===== config.mk =====
export PLATFORM = sky130hd
export DESIGN_NAME = tmds_channel_decoder_flat
export DESIGN_NICKNAME = d
export VERILOG_FILES = /design/src/rtl/hdmi_tmds_pkg.sv /design/src/rtl/tmds_channel_decoder_if.sv /design/src/rtl/tmds_symbol_align.sv /design/src/rtl/tmds_channel_decoder.sv /design/src/flat_wrapper.sv
export SDC_FILE = /design/constraint.sdc
export NUM_CORES = 1
export LEC_CHECK = 0
export BUFFER_PORTS_ARGS = -buffer_cell sky130_fd_sc_hd__buf_4
export CORE_MARGIN = 4
export CORE_UTILIZATION = 53
export CTS_CLUSTER_SIZE = 10
export DETAILED_ROUTE_END_ITERATION = 8
export PLACE_DENSITY_LB_ADDON = 0.3
export SYNTH_ARGS = -nofsm -noshare
export SYNTH_HDL_FRONTEND = slang
export SYNTH_SLANG_ARGS = --single-unit

===== constraint.sdc =====
create_clock -name clk_pixel -period 2 [get_ports clk_pixel]
set_clock_uncertainty 0.1 [all_clocks]
set_input_delay 0.1 -clock clk_pixel [delete_from_list [all_inputs] [get_ports clk_pixel]]
set_output_delay 0.1 -clock clk_pixel [all_outputs]
set_load 0.02 [all_outputs]

===== src/rtl/hdmi_tmds_pkg.sv =====
// hdmi_tmds_pkg: types, code tables and decode helpers for one TMDS channel.
// Shared by the per-channel encoder and decoder.
//   - tmds_mode_e   : symbol period classification reported on the mode output
//   - align_state_e : word-alignment FSM states
//   - control tokens, TERC4 table (encode + inverse lookup), guard bands per CN
//   - video_decode  : 10b -> 8b transition-minimised decode (no disparity check)
package hdmi_tmds_pkg;

    typedef enum logic [2:0] {
        MODE_CTRL   = 3'd0,
        MODE_VIDEO  = 3'd1,
        MODE_VGUARD = 3'd2,
        MODE_ISLAND = 3'd3,
        MODE_IGUARD = 3'd4
    } tmds_mode_e;

    typedef enum logic [1:0] {
        ALIGN_SEARCH,
        ALIGN_SLIP,
        ALIGN_WAIT,
        ALIGN_LOCKED
    } align_state_e;

    // Symbols are written tmds[9:0]; bit 0 is transmitted first.
    localparam logic [9:0] CTRL_TOKEN_00    = 10'b1101010100;
    localparam logic [9:0] CTRL_TOKEN_01    = 10'b0010101011;
    localparam logic [9:0] CTRL_TOKEN_10    = 10'b0101010100;
    localparam logic [9:0] CTRL_TOKEN_11    = 10'b1010101011;

    localparam logic [9:0] VIDEO_GUARD_CN02 = 10'b1011001100;
    localparam logic [9:0] VIDEO_GUARD_CN1  = 10'b0100110011;
    localparam logic [9:0] DATA_GUARD_CN12  = 10'b0100110011;

    typedef struct packed {
        logic       hit;
        logic [1:0] bits;
    } ctrl_dec_t;

    typedef struct packed {
        logic       legal;
        logic [3:0] nib;
    } terc4_dec_t;

    // Stage-1 record: classification plus the raw symbol for stage-2 decode.
    typedef struct packed {
        tmds_mode_e mode;
        logic       is_ctrl;
        logic       ctrl_after_data;  // control token directly after a non-control symbol
        logic       ctrl_upd;
        logic [1:0] ctrl_bits;
        logic       video_upd;
        logic       nib_upd;
        logic [3:0] nib;
        logic       err;
        logic [9:0] sym;
    } stage1_t;

    function automatic ctrl_dec_t ctrl_decode(input logic [9:0] s);
        ctrl_dec_t r;
        r.hit  = 1'b1;
        r.bits = 2'b00;
        case (s)
            CTRL_TOKEN_00: r.bits = 2'b00;
            CTRL_TOKEN_01: r.bits = 2'b01;
            CTRL_TOKEN_10: r.bits = 2'b10;
            CTRL_TOKEN_11: r.bits = 2'b11;
            default:       r.hit  = 1'b0;
        endcase
        return r;
    endfunction

    function automatic logic [9:0] terc4_encode(input logic [3:0] n);
        logic [9:0] s;
        case (n)
            4'h0: s = 10'b1010011100;
            4'h1: s = 10'b1001100011;
            4'h2: s = 10'b1011100100;
            4'h3: s = 10'b1011100010;
            4'h4: s = 10'b0101110001;
            4'h5: s = 10'b0100011110;
            4'h6: s = 10'b0110001110;
            4'h7: s = 10'b0100111100;
            4'h8: s = 10'b1011001100;
            4'h9: s = 10'b0100111001;
            4'hA: s = 10'b0110011100;
            4'hB: s = 10'b1011000110;
            4'hC: s = 10'b1010001110;
            4'hD: s = 10'b1001110001;
            4'hE: s = 10'b0101100011;
            default: s = 10'b1011000011;
        endcase
        return s;
    endfunction

    // Inverse lookup; linear search keeps the table in one place.
    function automatic terc4_dec_t terc4_decode(input logic [9:0] s);
        terc4_dec_t r;
        r = '0;
        for (int i = 0; i < 16; i++) begin
            if (s == terc4_encode(4'(i))) begin
                r.legal = 1'b1;
                r.nib   = 4'(i);
            end
        end
        return r;
    endfunction

    function automatic logic [7:0] video_decode(input logic [9:0] s);
        logic [7:0] q;
        logic [7:0] d;
        q    = s[9] ? ~s[7:0] : s[7:0];
        d    = '0;
        d[0] = q[0];
        for (int i = 1; i < 8; i++) begin
            d[i] = s[8] ? (q[i] ^ q[i-1]) : ~(q[i] ^ q[i-1]);
        end
        return d;
    endfunction

endpackage


===== src/rtl/tmds_channel_decoder_if.sv =====
// tmds_channel_decoder_if: symbol input and decoded output bundle of one channel.
//   tmds_in/island_hint         : toward the decoder (deserializer, packet layer)
//   video_data/data_island_data/control_data/mode/symbol_err : decoded symbol
//   bitslip/locked              : word-alignment status and SERDES request
// master = SERDES/packet-layer side, slave = decoder.
interface tmds_channel_decoder_if;
    logic [9:0] tmds_in;
    logic       island_hint;
    logic [7:0] video_data;
    logic [3:0] data_island_data;
    logic [1:0] control_data;
    logic [2:0] mode;
    logic       symbol_err;
    logic       bitslip;
    logic       locked;

    modport master (
        output tmds_in, island_hint,
        input  video_data, data_island_data, control_data, mode,
               symbol_err, bitslip, locked
    );

    modport slave (
        input  tmds_in, island_hint,
        output video_data, data_island_data, control_data, mode,
               symbol_err, bitslip, locked
    );
endinterface


===== src/rtl/tmds_symbol_align.sv =====
// tmds_symbol_align: word-alignment FSM for one TMDS channel.
//   clk_pixel, rst_n (sync, active low)
//   is_ctrl         : stage-1 symbol is a control token
//   symbol_err      : stage-1 symbol illegal for its period
//   ctrl_after_data : control token following a non-control symbol (new line)
//   bitslip         : one-cycle slip request to the SERDES
//   locked          : alignment achieved
module tmds_symbol_align
    import hdmi_tmds_pkg::*;
#(
    parameter int CTRL_RUN     = 16,
    parameter int SEARCH_LIMIT = 1024,
    parameter int SLIP_WAIT    = 8,
    parameter int ERR_LIMIT    = 4
) (
    input  logic clk_pixel,
    input  logic rst_n,
    input  logic is_ctrl,
    input  logic symbol_err,
    input  logic ctrl_after_data,
    output logic bitslip,
    output logic locked
);
    localparam int RW = $clog2(CTRL_RUN + 1);
    localparam int SW = $clog2(SEARCH_LIMIT + 1);
    localparam int WW = $clog2(SLIP_WAIT + 1);
    localparam int EW = $clog2(ERR_LIMIT + 1);

    align_state_e  state_q, state_d;
    logic [RW-1:0] run_q, run_d;
    logic [SW-1:0] search_q, search_d;
    logic [WW-1:0] wait_q, wait_d;
    logic [EW-1:0] err_q, err_d, err_inc;

    always_ff @(posedge clk_pixel) begin
        if (!rst_n) begin
            state_q  <= ALIGN_SEARCH;
            run_q    <= '0;
            search_q <= '0;
            wait_q   <= '0;
            err_q    <= '0;
        end else begin
            state_q  <= state_d;
            run_q    <= run_d;
            search_q <= search_d;
            wait_q   <= wait_d;
            err_q    <= err_d;
        end
    end

    always_comb begin
        state_d  = state_q;
        run_d    = run_q;
        search_d = search_q;
        wait_d   = wait_q;
        err_d    = err_q;
        err_inc  = (err_q == EW'(ERR_LIMIT)) ? err_q : err_q + 1'b1;
        case (state_q)
            ALIGN_SEARCH: begin
                run_d    = is_ctrl ? run_q + 1'b1 : '0;
                search_d = search_q + 1'b1;
                // A completed run wins over an expiring search window.
                if (is_ctrl && run_q == RW'(CTRL_RUN - 1)) begin
                    state_d = ALIGN_LOCKED;
                    err_d   = '0;
                end else if (search_q == SW'(SEARCH_LIMIT - 1)) begin
                    state_d = ALIGN_SLIP;
                end
            end
            ALIGN_SLIP: begin
                state_d = ALIGN_WAIT;
                wait_d  = '0;
            end
            ALIGN_WAIT: begin
                if (wait_q == WW'(SLIP_WAIT - 1)) begin
                    state_d  = ALIGN_SEARCH;
                    run_d    = '0;
                    search_d = '0;
                end else begin
                    wait_d = wait_q + 1'b1;
                end
            end
            ALIGN_LOCKED: begin
                // Errors are counted per line; the first control token of the
                // blanking interval starts a fresh count.
                if (ctrl_after_data) begin
                    err_d = '0;
                end else if (symbol_err) begin
                    err_d = err_inc;
                    if (err_inc == EW'(ERR_LIMIT)) begin
                        state_d  = ALIGN_SEARCH;
                        run_d    = '0;
                        search_d = '0;
                        err_d    = '0;
                    end
                end
            end
            default: state_d = ALIGN_SEARCH;
        endcase
    end

    assign bitslip = (state_q == ALIGN_SLIP);
    assign locked  = (state_q == ALIGN_LOCKED);

endmodule


===== src/rtl/tmds_channel_decoder.sv =====
// tmds_channel_decoder: receive-side TMDS channel decoder with word alignment.
//   clk_pixel : pixel clock, one symbol per cycle
//   rst_n     : synchronous active-low reset
//   dec       : slave side of tmds_channel_decoder_if (symbol in, decoded out)
// Two-stage pipeline: stage 1 classifies the symbol, stage 2 decodes payloads.
// Payload outputs not relevant to the current mode hold their last value.
module tmds_channel_decoder
    import hdmi_tmds_pkg::*;
#(
    parameter int CN           = 0,
    parameter int CTRL_RUN     = 16,
    parameter int SEARCH_LIMIT = 1024,
    parameter int SLIP_WAIT    = 8,
    parameter int ERR_LIMIT    = 4
) (
    input  logic                    clk_pixel,
    input  logic                    rst_n,
    tmds_channel_decoder_if.slave   dec
);
    localparam logic [9:0] VGUARD = (CN == 1) ? VIDEO_GUARD_CN1 : VIDEO_GUARD_CN02;

    stage1_t    s1_d, s1_q;
    ctrl_dec_t  cd;
    terc4_dec_t td;
    tmds_mode_e prev_mode;

    tmds_mode_e mode_q;
    logic [7:0] video_q;
    logic [3:0] nib_q;
    logic [1:0] ctrl_q;
    logic       err_q;

    assign prev_mode = s1_q.mode;

    // Stage 1 classification, first match wins.
    always_comb begin
        cd        = ctrl_decode(dec.tmds_in);
        td        = terc4_decode(dec.tmds_in);
        s1_d      = '0;
        s1_d.sym  = dec.tmds_in;
        if (cd.hit) begin
            s1_d.mode            = MODE_CTRL;
            s1_d.is_ctrl         = 1'b1;
            s1_d.ctrl_after_data = (prev_mode != MODE_CTRL);
            s1_d.ctrl_upd        = 1'b1;
            s1_d.ctrl_bits       = cd.bits;
        end else if (!dec.island_hint) begin
            if (dec.tmds_in == VGUARD &&
                (prev_mode == MODE_CTRL || prev_mode == MODE_VGUARD)) begin
                s1_d.mode = MODE_VGUARD;
            end else begin
                s1_d.mode      = MODE_VIDEO;
                s1_d.video_upd = 1'b1;
            end
        end else if (CN != 0 && dec.tmds_in == DATA_GUARD_CN12) begin
            s1_d.mode = MODE_IGUARD;
        end else if (CN == 0 && td.legal && td.nib[3:2] == 2'b11 &&
                     (prev_mode == MODE_CTRL || prev_mode == MODE_IGUARD)) begin
            // Channel 0 guard carries HSYNC/VSYNC in the low nibble bits.
            // The trailing guard follows island data and lands in the next
            // branch as an ordinary 11xx nibble.
            s1_d.mode      = MODE_IGUARD;
            s1_d.ctrl_upd  = 1'b1;
            s1_d.ctrl_bits = td.nib[1:0];
        end else begin
            s1_d.mode    = MODE_ISLAND;
            s1_d.nib_upd = 1'b1;
            s1_d.nib     = td.legal ? td.nib : 4'h0;
            s1_d.err     = ~td.legal;
        end
    end

    always_ff @(posedge clk_pixel) begin
        if (!rst_n) begin
            s1_q <= '0;
        end else begin
            s1_q <= s1_d;
        end
    end

    // Stage 2: payload decode and output registers.
    always_ff @(posedge clk_pixel) begin
        if (!rst_n) begin
            mode_q  <= MODE_CTRL;
            video_q <= '0;
            nib_q   <= '0;
            ctrl_q  <= '0;
            err_q   <= 1'b0;
        end else begin
            mode_q <= s1_q.mode;
            err_q  <= s1_q.err;
            if (s1_q.ctrl_upd)  ctrl_q  <= s1_q.ctrl_bits;
            if (s1_q.video_upd) video_q <= video_decode(s1_q.sym);
            if (s1_q.nib_upd)   nib_q   <= s1_q.nib;
        end
    end

    tmds_symbol_align #(
        .CTRL_RUN     (CTRL_RUN),
        .SEARCH_LIMIT (SEARCH_LIMIT),
        .SLIP_WAIT    (SLIP_WAIT),
        .ERR_LIMIT    (ERR_LIMIT)
    ) u_align (
        .clk_pixel       (clk_pixel),
        .rst_n           (rst_n),
        .is_ctrl         (s1_q.is_ctrl),
        .symbol_err      (s1_q.err),
        .ctrl_after_data (s1_q.ctrl_after_data),
        .bitslip         (dec.bitslip),
        .locked          (dec.locked)
    );

    assign dec.mode             = mode_q;
    assign dec.video_data       = video_q;
    assign dec.data_island_data = nib_q;
    assign dec.control_data     = ctrl_q;
    assign dec.symbol_err       = err_q;

endmodule

===== src/flat_wrapper.sv =====
// flat-port wrapper written by rule: the top's interface ports become plain ports
module tmds_channel_decoder_flat import hdmi_tmds_pkg::*;
#(
    parameter int CN           = 0,
    parameter int CTRL_RUN     = 16,
    parameter int SEARCH_LIMIT = 1024,
    parameter int SLIP_WAIT    = 8,
    parameter int ERR_LIMIT    = 4
)
  (clk_pixel, rst_n, dec_tmds_in, dec_island_hint, dec_video_data, dec_data_island_data, dec_control_data, dec_mode, dec_symbol_err, dec_bitslip, dec_locked);
  tmds_channel_decoder_if dec_i ();
  input  logic clk_pixel;
  input  logic rst_n;
  input wire logic [$bits(dec_i.tmds_in)-1:0] dec_tmds_in;
  input wire logic [$bits(dec_i.island_hint)-1:0] dec_island_hint;
  output wire logic [$bits(dec_i.video_data)-1:0] dec_video_data;
  output wire logic [$bits(dec_i.data_island_data)-1:0] dec_data_island_data;
  output wire logic [$bits(dec_i.control_data)-1:0] dec_control_data;
  output wire logic [$bits(dec_i.mode)-1:0] dec_mode;
  output wire logic [$bits(dec_i.symbol_err)-1:0] dec_symbol_err;
  output wire logic [$bits(dec_i.bitslip)-1:0] dec_bitslip;
  output wire logic [$bits(dec_i.locked)-1:0] dec_locked;
  assign dec_i.tmds_in = dec_tmds_in;
  assign dec_i.island_hint = dec_island_hint;
  assign dec_video_data = dec_i.video_data;
  assign dec_data_island_data = dec_i.data_island_data;
  assign dec_control_data = dec_i.control_data;
  assign dec_mode = dec_i.mode;
  assign dec_symbol_err = dec_i.symbol_err;
  assign dec_bitslip = dec_i.bitslip;
  assign dec_locked = dec_i.locked;
  tmds_channel_decoder #(.CN(CN), .CTRL_RUN(CTRL_RUN), .SEARCH_LIMIT(SEARCH_LIMIT), .SLIP_WAIT(SLIP_WAIT), .ERR_LIMIT(ERR_LIMIT)) u_core (.clk_pixel(clk_pixel), .rst_n(rst_n), .dec(dec_i));
endmodule

==> impl_metrics.json, run 1 <==
{
  "first_pass_iters": 5,
  "tritoncts": "yes",
  "status": "finished, final reports clean",
  "synth_xor_area_share_pct": 6.497,
  "period_minus_slack_ns": 1.970,
  "cap_violations": 0,
  "post-dp-hpwl_um": 4759,
  "fin_area_sq_mm": 0.004184,
  "grt_max_degree": 28,
  "cts_htree_levels": 3,
  "final_cell_count_no_fill": 497,
  "routabilityCongestion": 0.9241,
  "n_antenna_cell": 0,
  "cp.arrival_ns": 2.09,
  "crit_buf_inv": 2,
  "synth_edf_count": 0,
  "worstMarginPinSlew_ns": 0.4958,
  "crit_family": "compound AO/OA/AOI/OAI gates",
  "multiInputGateArea_sq_mm": 0.001891,
  "netlist-cell-type-count": 64,
  "io_buffers": 32,
  "end_kind": "register",
  "drtIter0Drc": 123,
  "synth_top_family_by_area": "simple AND/OR/NAND/NOR gates",
  "syn-num-nets": 374,
  "hold_viol": 0,
  "start_util_pct": 54.65,
  "die_area_sq_mm": 0.007419,
  "reg2reg_slack_ns": 0.03,
  "routed_via_density": 5.473,
  "ys.flop_type": "dfxtp_1",
  "numClockSinks": 68,
  "critPathRequiredTime_ns": 2.12,
  "max_freq_mhz": 507.5,
  "power.total_w": 0.003525,
  "antenna_left": 0,
  "synth_mux_area_share_pct": 2.475,
  "die_w_um": 86.14,
  "synth_compound_area_share_pct": 12.49,
  "netlist_area_sq_mm": 0.003236,
  "cts_buffer_depth": 2,
  "grt_pass1_vias": 2631,
  "yosysTopAreaCell": "dfxtp_1",
  "crit_path_start_kind": "register",
  "syn2layout_area_growth_pct": 29.31,
  "slowest_stage": "dfxtp_2",
  "dpl_cell_area_sq_mm": 0.003603,
  "synth_simple_gate_area_share_pct": 28.04,
  "drive_above_1_share_pct": 28.91,
  "critPathMaxFanout": 4,
  "holdCritPathClass": "in -> reg",
  "finalCritPeriodShare_pct": 98.52,
  "slew_headroom_pct": 66.90,
  "yosys_warnings": 0,
  "synth-seq-cells": 68,
  "path_cells": "inv_2 > ha_4 > nand3b_1 > o21ai_2 > o41ai_4 > buf_4 > nand2_2 > o21ai_0 > a21oi_1",
  "syn_inst": 350,
  "powerDensity_mw_per_mm2": 842.5,
  "cp_slowest_stage_delay_ns": 0.34,
  "clk_latency_ns": 0.34,
  "vias": 2720,
  "grt_pass1_wl_um": 11910,
  "antenna_found_initial": 0,
  "io_pins": 33,
  "layout_commonest_cell": "dfxtp_1",
  "die_h_um": 86.14,
  "fin_setup_tns_ns": 0,
  "clk_pin_slew_worst_paths_ns": 0.07,
  "syn_avg_cell_area_sq_um": 9.245,
  "ir_worst_vdd_mv": 0.5702,
  "track_usage_pct": 20.06,
  "netlist.area_leader.share_pct": 42.07,
  "final_cell_mix": "64 x dfxtp_1, 58 x buf_4, 44 x nor2_1",
  "crit_type": "reg -> reg",
  "n_fill_cell": 442,
  "ys_seq_area_share_pct": 42.07,
  "rows": 28,
  "synth.area.top_cells": "dfxtp_1 42%, nor2_1 5.1%, ha_1 4.3%",
  "drcViolationCount": 0,
  "rsz0062_at_grt": "yes",
  "wl_per_cell_um": 14.54,
  "routed_wl_um": 7225,
  "grt-ovfl-total": 0,
  "synthAdderAreaFrac_pct": 4.254,
  "dp_cells": 458,
  "numCtsBuffers": 9,
  "root_buffer": "clkbuf_8",
  "p_leak_nw": 1.632,
  "placeableCoreArea_sq_mm": 0.005921,
  "setup-violations-final": 0,
  "final_max_slew_viol_count": 0,
  "nets": 442,
  "synthArstFlopShare_pct": 0,
  "seqCellArea_sq_mm": 0.001366
}
==> routing by layer <==
layer | part of all wire (%) | GRT usage, % | routed length (um) | vias to the layer above
met1 | 46 | 25.43 | 3357 | 1258
met3 | 4.6 | 6.052 | 330 | 21
met2 | 46 | 31.81 | 3299 | 67
met4 | 3.3 | 8.058 | 237 | 0
li1 | - | - | - | 1374
met5 | 0 | 0 | 0 | -
==> Yosys cell counts, types with 4 or more instances <==
library cell	n
ha_1	11
o21ai_0	12
inv_1	10
nand2_1	11
nand2b_1	4
and2_1	15
buf_2	4
nor2_1	44
nand4_1	5
clkbuf_1	6
and4_1	4
xnor2_1	13
xor2_1	11
a21oi_1	18
nand3b_1	4
nor3_1	5
mux2i_1	8
or3_1	4
dfxtp_1	68
nor2b_1	5
o21a_1	4
a211oi_1	9
nand3_1	19
==> registers in the layout, summed over array words and instances (netlist names) <==
register	cells
u_core.dec.video_data	8
u_core.u_align.wait_q	4
u_core.dec.mode	3
u_core.dec.symbol_err	1
u_core.u_align.err_q	3
u_core.s1_q	22
u_core.prev_mode	3
u_core.u_align.run_q	5
u_core.u_align.search_q	11
u_core.u_align.state_q	2
u_core.dec.data_island_data	4
u_core.dec.control_data	2
==> worst min-delay path: cells and delay by family <==
family	cells	cell delay, ns
compound gates	1	0.05
buf+inv	1	0.10
simple gates	1	0.16
==> path summary, 6_finish.rpt <==
path	end	startpoint	cells after the start
max	u_core.u_align.search_q[10]	u_core.u_align.err_q[0]	9
min reg2reg	u_core.dec.data_island_data[0]	u_core.s1_q[11]	2
min	u_core.prev_mode[1]	dec_island_hint	3
max reg2reg	u_core.u_align.search_q[10]	u_core.u_align.err_q[0]	9
==> power breakdown <==
| group | switching [W] | leakage (nW) | internal (W) |
|---|---|---|---|
| Sequential | 0.0000747 | 0.557 | 0.00144 |
| Clock | 0.000494 | 0.109 | 0.000729 |
| Combinational | 0.000423 | 0.965 | 0.000360 |
==> metrics by stage <==
stage | util (%) | hold WS [ns] | setup slack (ns)
after floorplan | - | 0.1217 | 0.01028
after global placement | 60.86 | 0.2852 | -0.05932
after detailed placement | 60.86 | 0.2931 | -0.1832
after CTS | 67.52 | 0.004176 | -0.003918
after global routing | 70.67 | 0.02256 | -0.05308
final | 70.67 | 0.02314 | 0.02969
==> cells by family after synthesis <==
group / after synthesis
buffers and inverters: 27
muxes: 8
DFF: 68
AOI/OAI and AO/OA: 60
and+or+nand+nor: 152
xor gates and xnor gates: 24
adders and majority gates: 11
==> repair_timing <==
action | in CTS | in global routing
resized for setup | 18 | 26
cloned | 1 | 2
hold endpoints to repair | 10 | 0
setup endpoints to repair | 19 | 25
hold buffers | 10 | 0
buffers inserted | 2 | 9
pin swaps | 6 | 16
==> final cells by class <==
cell class / count / share of cell area (%)
sequential: 68 / 32.66
tap: 75 / 2.243
timing repair buffer: 72 / 13.79
multi-input combinational: 256 / 45.19
inverter: 11 / 0.9868
clock buffer: 11 / 3.379
clock inverter: 4 / 1.764
Note: power is estimated with default switching activity, not from simulation.
==> inputs of run 2 (changes only) <==
ABC_AREA = 1   (was not set)
==> run 2 against run 1 <==
Compared with the run above: sequential cell count stayed put; core utilization is 0.64 points lower; total power is 10% lower; cell area is 1.4% higher; setup slack better by 0.079 ns; critical path depth stayed put; critical path type unchanged; combinational power is 67% lower; non-clock buffer count is 18 lower; clock power is 20% higher; cell count is 20% higher; fmax is 4.2% higher; synthesized cell count is 31% higher.
==> impl_metrics.json, run 2 <==
{
  "status": "finished, final reports clean",
  "grt_max_degree": 34,
  "clk_latency_ns": 0.33,
  "fin_setup_tns_ns": 0,
  "n_antenna_cell": 0,
  "root_buffer": "clkbuf_8",
  "critPathMaxFanout": 7,
  "placeableCoreArea_sq_mm": 0.006061,
  "die_w_um": 87.81,
  "numCtsBuffers": 9,
  "ys.flop_type": "dfxtp_1",
  "synth_most_common_cell": "nand2_1",
  "final_cell_mix": "69 x nand2_1, 67 x inv_1, 63 x nor2_1, 63 x dfxtp_1, 41 x buf_4",
  "startpoint": "u_core.u_align.state_q[0]",
  "clk_pin_slew_worst_paths_ns": 0.08,
  "synth_common_cells": "72 x nand2_1, 69 x inv_1, 68 x dfxtp_1",
  "layout_commonest_cell": "nand2_1",
  "worstHoldPathCells": 3,
  "synth-seq-cells": 68,
  "r2r-end": "u_core.u_align.run_q[2]",
  "ir_worst_vdd_mv": 0.5040,
  "routed_wl_um": 7298,
  "finalCritPeriodShare_pct": 94.55,
  "cap_violations": 0,
  "track_usage_pct": 20.00,
  "holdCritPathClass": "in -> reg",
  "final_cell_count_no_fill": 594,
  "synthArstFlopShare_pct": 0,
  "fin_area_sq_mm": 0.004244,
  "crit_type": "reg -> reg",
  "syn_inst": 458,
  "netlist_area_sq_mm": 0.003376,
  "crit_end": "u_core.u_align.run_q[2]",
  "max_freq_mhz": 528.8,
  "tritoncts": "yes",
  "post-dp-hpwl_um": 5249,
  "post-route-util_pct": 70.02,
  "period_minus_slack_ns": 1.891,
  "start_util_pct": 55.70,
  "critPathRequiredTime_ns": 2.12,
  "drtIter0Drc": 135,
  "routabilityCongestion": 0.8744,
  "syn_avg_cell_area_sq_um": 7.371,
  "vias": 2985,
  "cts_buffer_depth": 2,
  "io_buffers": 32,
  "antenna_found_initial": 0,
  "routed_via_density": 5.025,
  "r2r-start": "u_core.u_align.state_q[0]",
  "syn-num-nets": 482,
  "cp.arrival_ns": 2.01,
  "slew_headroom_pct": 72.24,
  "hold_viol": 0,
  "top_register": "u_core.s1_q",
  "whs_ns": 0.07461,
  "setup-violations-final": 0,
  "yosys_warnings": 0,
  "ys_seq_area_share_pct": 40.33,
  "p_leak_nw": 1.997,
  "nets": 538,
  "die_area_sq_mm": 0.007710,
  "grt_pass1_wl_um": 12190,
  "reg2reg_slack_ns": 0.11,
  "cts_htree_levels": 3,
  "syn2layout_area_growth_pct": 25.72,
  "slowest_stage": "dfxtp_2",
  "ff2ff_path_depth": 9,
  "antenna_left": 0,
  "drcViolationCount": 0,
  "end_kind": "register",
  "cp_slowest_stage_delay_ns": 0.34,
  "worstMarginPinSlew_ns": 0.4158,
  "die_h_um": 87.81,
  "grt_pass1_vias": 2889,
  "synth.area.top_cells": "dfxtp_1 40%, nand2_1 8.0%, inv_1 7.7%",
  "dpl_cell_area_sq_mm": 0.003702,
  "grt-ovfl-total": 0,
  "powerDensity_mw_per_mm2": 744.3,
  "wl_per_cell_um": 12.29,
  "rows": 28,
  "netlist.area_leader.share_pct": 40.33,
  "largest_reg_flops": 22,
  "dp_cells": 561,
  "first_pass_iters": 4,
  "numClockSinks": 68,
  "io_pins": 33,
  "synth_edf_count": 0,
  "crit_path_start_kind": "register",
  "final_max_slew_viol_count": 0,
  "netlist-cell-type-count": 39,
  "drive_above_1_share_pct": 23.12,
  "path_cells": "inv_1 > ha_2 > nand2_1 > o21ai_1 > nor3_2 > nand2_4 > o21ai_4 > o21bai_2 > nor2_1",
  "yosysTopAreaCell": "dfxtp_1"
}
==> run 2: changes by cell type in the layout (fill, tap and decap cells not counted), sizes merged, moves of 6 or more <==
| cell | change |
|---|---|
| a211oi | -6 |
| buf | -19 |
| nand4 | +8 |
| nand2 | +73 |
| inv | +66 |
| a21oi | +8 |
| xnor2 | -9 |
| xor2 | +6 |
| mux2i | -8 |
| o21ai | +17 |
| and2 | -15 |
| nor2 | +32 |
==> run 2: timing repair <==
| item | in CTS | in global routing |
|---|---|---|
| endpoints found under the hold margin | 14 | 0 |
| hold buffers | 11 | 0 |
| endpoints found under the setup margin | 2 | 21 |
| pin swaps | 0 | 7 |
| resized for setup | 4 | 31 |
| setup buffers | 0 | 6 |
==> run 2: report_power, final <==
part	leakage, nW	total, W	internal [W]	switching, W
Combinational	1.31	0.000262	0.000109	0.000153
Sequential	0.557	0.00143	0.00140	0.0000320
Clock	0.127	0.00147	0.000957	0.000511
Total	2.00	0.00316	0.00246	0.000697
==> run 2: cell type report <==
cell class                      instances  area [sq um]
Fill cell                             479          1817
Multi-Input combinational cell        304          1773
Sequential cell                        68          1368
Timing Repair Buffer                   54         449.2
Inverter                               77         296.5
Clock inverter                          6         136.4
Clock buffer                           10         127.6
Tap cell                               75         93.84
==> run 2: kinds of logic after synthesis <==
| group | Yosys count | share of synthesized area, % |
|---|---|---|
| AND/OR/NAND/NOR | 204 | 29.06 |
| XOR/XNOR | 21 | 5.448 |
| adder cells (fa/ha/maj) | 11 | 4.077 |
| AO/OA/AOI/OAI | 68 | 11.19 |
| flip-flops | 68 | 40.33 |
| buffers and inverters | 86 | 9.896 |
==> run 2: metrics by stage <==
stage | power (W) | worst slack [ns]
after floorplan | 0.001603 | 0.2128
after global placement | 0.001695 | 0.06665
after detailed placement | 0.001698 | -0.04044
after CTS | 0.003178 | 0.007865
after global routing | 0.003277 | -0.01392
final | 0.003159 | 0.1089
==> run 2: how the worst min path moves through the flow <==
stage               slack (ns)           start                 end
floorplan                 0.09  dec_tmds_in[0]      u_core.s1_q[0]
finish                    0.07           rst_n  u_core.dec.mode[1]
global route              0.06           rst_n      u_core.s1_q[5]
CTS                       0.05           rst_n      u_core.s1_q[5]
detailed placement        0.21  dec_tmds_in[0]      u_core.s1_q[0]
global placement          0.21  dec_tmds_in[0]      u_core.s1_q[0]
==> run 2: per-layer routing <==
metal / vias to the layer above / GRT usage [%] / routed length (um)
met5: - / 0 / 0
met1: 1358 / 22.53 / 3107
met2: 66 / 35.96 / 3824
met3: 8 / 3.857 / 274
met4: 0 / 9.623 / 92
li1: 1553 / - / -
==> run 2: critical path: cells and delay by family (launching register included) <==
kind / cells / cell delay [ns]
buffers and inverters: 1 / 0.08
DFF: 1 / 0.34
and+or+nand+nor: 4 / 0.57
adders and majority gates: 1 / 0.21
AOI/OAI and AO/OA: 3 / 0.48
